File: config.mk
export PLATFORM = sky130hd
export DESIGN_NAME = multiplexor_paquetes_2a1
export DESIGN_NICKNAME = d
export VERILOG_FILES = /design/src/rtl/multiplexor_paquetes_2a1.sv
export SDC_FILE = /design/constraint.sdc
export NUM_CORES = 1
export LEC_CHECK = 0
export ABC_CLOCK_PERIOD_IN_PS = 1400
export BUFFER_PORTS_ARGS = -buffer_cell sky130_fd_sc_hd__buf_2
export CAP_MARGIN = 40
export CORE_MARGIN = 2
export CORE_UTILIZATION = 38
export DETAILED_ROUTE_END_ITERATION = 12
export PLACE_DENSITY = 0.75
export SETUP_SLACK_MARGIN = 0.3
export SLEW_MARGIN = 40
export SYNTH_ARGS = -nofsm -noshare
export SYNTH_HDL_FRONTEND = slang
export SYNTH_SLANG_ARGS = --single-unit
export TNS_END_PERCENT = 100
File: constraint.sdc
create_clock -name Reloj -period 1.4 [get_ports Reloj]
set_input_delay 0.07 -clock Reloj [delete_from_list [all_inputs] [get_ports Reloj]]
set_output_delay 0.07 -clock Reloj [all_outputs]
set_load 0.01 [all_outputs]
File: src/rtl/multiplexor_paquetes_2a1.sv
// multiplexor_paquetes_2a1: round-robin 2-to-1 packet merger with a registered, source-tagged output stage
module multiplexor_paquetes_2a1 #(
  parameter int ANCHO = 8
) (
  input  logic             Reloj,
  input  logic             Reset,
  input  logic [ANCHO-1:0] Entrada1,
  input  logic             Valido1,
  input  logic             Ultimo1,
  output logic             Listo1,
  input  logic [ANCHO-1:0] Entrada2,
  input  logic             Valido2,
  input  logic             Ultimo2,
  output logic             Listo2,
  output logic [ANCHO-1:0] Salida,
  output logic             ValidoSalida,
  output logic             UltimoSalida,
  output logic             Origen,
  input  logic             ListoSalida,
  output logic             Ocupado
);
  typedef enum logic [1:0] {INACTIVO, CANAL1, CANAL2} estado_t;
  estado_t r_estado;
  logic    r_turno;
  logic    w_carga, w_gana1, w_gana2, w_acepta1, w_acepta2;
  assign w_carga   = !ValidoSalida || ListoSalida;
  assign w_gana1   = Valido1 && (!Valido2 || !r_turno);
  assign w_gana2   = Valido2 && (!Valido1 || r_turno);
  assign Listo1    = !Reset && w_carga && (r_estado == CANAL1 || (r_estado == INACTIVO && w_gana1));
  assign Listo2    = !Reset && w_carga && (r_estado == CANAL2 || (r_estado == INACTIVO && w_gana2));
  assign w_acepta1 = Valido1 && Listo1;
  assign w_acepta2 = Valido2 && Listo2;
  assign Ocupado   = r_estado != INACTIVO;
  always_ff @(posedge Reloj) begin
    if (Reset) begin
      r_estado     <= INACTIVO;
      r_turno      <= 1'b0;
      Salida       <= '0;
      ValidoSalida <= 1'b0;
      UltimoSalida <= 1'b0;
      Origen       <= 1'b0;
    end else if (w_acepta1 || w_acepta2) begin
      Salida       <= w_acepta2 ? Entrada2 : Entrada1;
      UltimoSalida <= w_acepta2 ? Ultimo2 : Ultimo1;
      Origen       <= w_acepta2;
      ValidoSalida <= 1'b1;
      // The last beat of a packet releases the lock and hands priority to the other channel
      if (w_acepta2 ? Ultimo2 : Ultimo1) begin
        r_estado <= INACTIVO;
        r_turno  <= !w_acepta2;
      end else begin
        r_estado <= w_acepta2 ? CANAL2 : CANAL1;
      end
    end else if (w_carga && ListoSalida) begin
      ValidoSalida <= 1'b0;
    end
  end
endmodule

==> metrics.md <==
| Metric | Value |
|---|---|
| Final min period | `approximately 1.4 ns` |
| Max-cap viol count | `0` |
| P_leak | `around 0.00052 uW` |
| # rows | `15` |
| Startpoint types | `register` |
| Skew final | `0.00229 ns` |
| Diodes inserted | `0` |
| Syn Nets | `89` |
| Final hold vios | `0` |
| Drt drc | `0` |
| Multi-input gate area | `425 um^2` |
| Via count | `764` |
| Area growth syn-to-layout | `63.1%` |
| Final #Nets | `145` |
| Tightest Pin Transition | `approximately 0.37 ns` |
| RSZ-0062 raised after global routing | `true` |
| CTS tree | `done` |
| Clk Latency, worst-skew pair | `0.28 ns` |
| Crit. End Element | `register` |
| Port bufs | `36` |
| Synth area leader | `dfxtp_1` |
| Worst Hold Class | `in2reg` |
| Worst hold path stage count | `2` |
| Combinational share of power | `31.3%` |
| Detailed Route Iter0 Violations | `33` |
| Avg Inst Size Synth | `around 10 um^2` |
| CTS Sinks | `14` |
| Yosys warning total | `0` |
| GRT Overall Usage | `a little over a fifth` |
| Initial antenna violation count | `0` |
| Switching Fraction | `29.2%` |
| Synth area leaders | `dfxtp_1 (41%), a222oi_1 (12%), nor2_1 (6.6%)` |
| Routed WL per cell | `between 10 and 15 um` |
| Cell area after synthesis | `684 um^2` |
| Final design area excluding fillers | `0.00112 mm^2` |
| Flop pwr share | `a little under half` |
| R2r endpoint | `Salida[2]` |
| 1st-pass router iterations | `6` |
| First-pass GRT wire length | `3090 um` |
| Worst vdd ir | `605 uV` |
| Worst r2r src | `r_estado[1]` |
| Clock buffer depth | `2` |
| Starting Density | `40.1%` |
| GR Overflow Total | `0` |
| Crit Path Category | `reg2reg` |
| Pwr Total | `between 900 and 1000 uW` |
| Proportion of layout cells with a drive suffix above 1 | `~67%` |
| CP arrival | `1.56 ns` |
| Crit path required time | `1.56 ns` |
| Antenna-violating nets left | `0` |
| Sw Pwr | `285 uW` |
| R2R setup slack | `0.002 ns` |
| Yosys top cell area share | `41.0%` |
| Largest net degree at the start of global routing | `14` |
| Vias per cell | `5.27` |
| Pwr Density | `875 mW/mm^2` |
| Final setup violation count | `0` |
| Clock-pin slew on the worst setup and hold paths | `0.08 ns` |
| Hold_buf cts | `0` |
| Clock buffer count from CTS | `3` |
| Sequential share of the synthesized area | `41.0%` |
| Max Slew Vio Count | `0` |
| Clk root buf | `clkbuf_4` |
| Yosys cell types | `22` |
| Post-Syn Instances | `66` |
| Routability-driven placement congestion ratio | `between 0.8 and 0.9` |
| Int Power | `692 uW` |
| Fin crit share | `99.9%` |
| Die Y-Extent | `46.4 um` |
| Hold_sp | `Ultimo2` |
| Die Area | `0.00216 mm^2` |
| Fillcell total | `145` |
| WL final | `2060 um` |
| Seq. cell area | `roughly 290 um^2` |
| CP max FO | `8` |
| Core area | `around 0.0017 mm^2` |
| Relative slew slack | `75.3%` |
| Hold Path Sink | `r_estado[1]` |
| Vias in the first global route | `706` |
| Boundary Pins | `37` |
| Post-DP Area | `937 um^2` |
| Reg2reg path depth | `4` |
| Yosys reg bits | `14` |
| CTS H-tree depth | `1` |
| Clock power share | `23.0%` |
| Detail Placement HPWL | `1330 um` |
| Max frequency | `715 MHz` |
| Die width | `46.4 um` |
| Status | `complete, no violations` |
| Worst Setup SP | `r_estado[1]` |
[metrics by stage]
stage | setup TNS (ns) | setup WS [ns] | util (%) | instances | hold slack, ns
2_1_floorplan | 0 | 0.0882 | - | 66 | 0.152
3_3_place_gp | 0 | 0.0564 | 54.9 | 131 | 0.301
3_5_place_dp | 0 | 0.0141 | 54.9 | 131 | 0.302
4_1_cts | 0 | 0.00812 | 62.2 | 141 | 0.0000963
5_1_grt | -0.613 | -0.107 | 65.3 | 145 | 0.0125
6_report | 0 | 0.00197 | 65.3 | 145 | 0.0182
[synth_stat cells (all sizes together)]
cell type / count
a211o: 1
a211oi: 2
a21oi: 4
a221oi: 1
a222oi: 8
a311oi: 1
a31oi: 1
and3b: 1
buf: 4
dfxtp: 14
inv: 1
nand2: 1
nand2b: 6
nor2: 12
nor2b: 1
nor3: 4
nor3b: 1
nor4: 2
or2: 1
[flip-flops by register name, indices dropped and copies added, names as in the netlist]
| name | count |
|---|---|
| r_estado | 2 |
| r_turno | 1 |
| Salida | 8 |
| Origen | 1 |
| UltimoSalida | 1 |
| ValidoSalida | 1 |
[power by group through the flow]
stage	sequential [uW]	clock, uW	combinational (uW)
after global placement	450	0	235
after global routing	449	252	329
after detailed placement	452	0	241
after floorplan	465	0	133
final	446	225	306
after CTS	445	231	281
[layout make-up]
cell class                      instances  share of cell area, %
Sequential cell                        14                   25.8
Clock buffer                            3                   2.02
Multi-Input combinational cell         47                   38.1
Timing Repair Buffer                   55                   30.9
Tap cell                               25                   2.80
Inverter                                1                  0.336
[cell usage in the layout, fill, tap and decap left out, drive strengths merged]
cell type	n
nor3	4
or2	1
a211o	1
nand2	1
nor2	12
a31oi	1
and3b	1
buf	55
a222oi	8
nor4	2
nor2b	1
nand2b	6
clkbuf	3
a311oi	1
inv	1
dfxtp	14
a21oi	4
nor3b	1
a211oi	2
a221oi	1
[per-layer routing]
| metal | share of wire [%] | GRT usage, % | vias up |
|---|---|---|---|
| met4 | 2.2 | 13.7 | 0 |
| li1 | - | - | 364 |
| met3 | 5.3 | 2.75 | 4 |
| met1 | 41 | 24.7 | 365 |
| met5 | 0 | 0 | - |
| met2 | 51 | 35.6 | 31 |
[kinds of logic after synthesis]
| logic type | after synthesis | synth area share, % |
|---|---|---|
| AO/OA/AOI/OAI | 18 | 24.5 |
| buffers and inverters | 5 | 6.03 |
| flip-flops | 14 | 41.0 |
| AND/OR/NAND/NOR | 29 | 28.5 |
[critical path: stages, from the launching register on]
cell	delay, ns
dfxtp_2	0.33
nand2b_4	0.15
a211o_4	0.38
a222oi_1	0.34
nor2_1	0.09
[worst max-delay path by stage]
| stage | end | slack (ns) | depth (start not counted) |
|---|---|---|---|
| after floorplan | Salida[0] | 0.09 | 4 |
| after global placement | Salida[4] | 0.06 | 4 |
| after detailed placement | Salida[3] | 0.01 | 4 |
| after CTS | Salida[2] | 0.008 | 4 |
| after global routing | Salida[5] | -0.11 | 4 |
| final | Salida[2] | 0.002 | 4 |
[timing repair]
item / CTS / global route
cloned: 1 / 0
endpoints found under the setup margin: 16 / 16
resized for setup: 13 / 5
buffers inserted: 6 / 4
pin swaps: 14 / 9
Power figures use the tool's default switching activity.
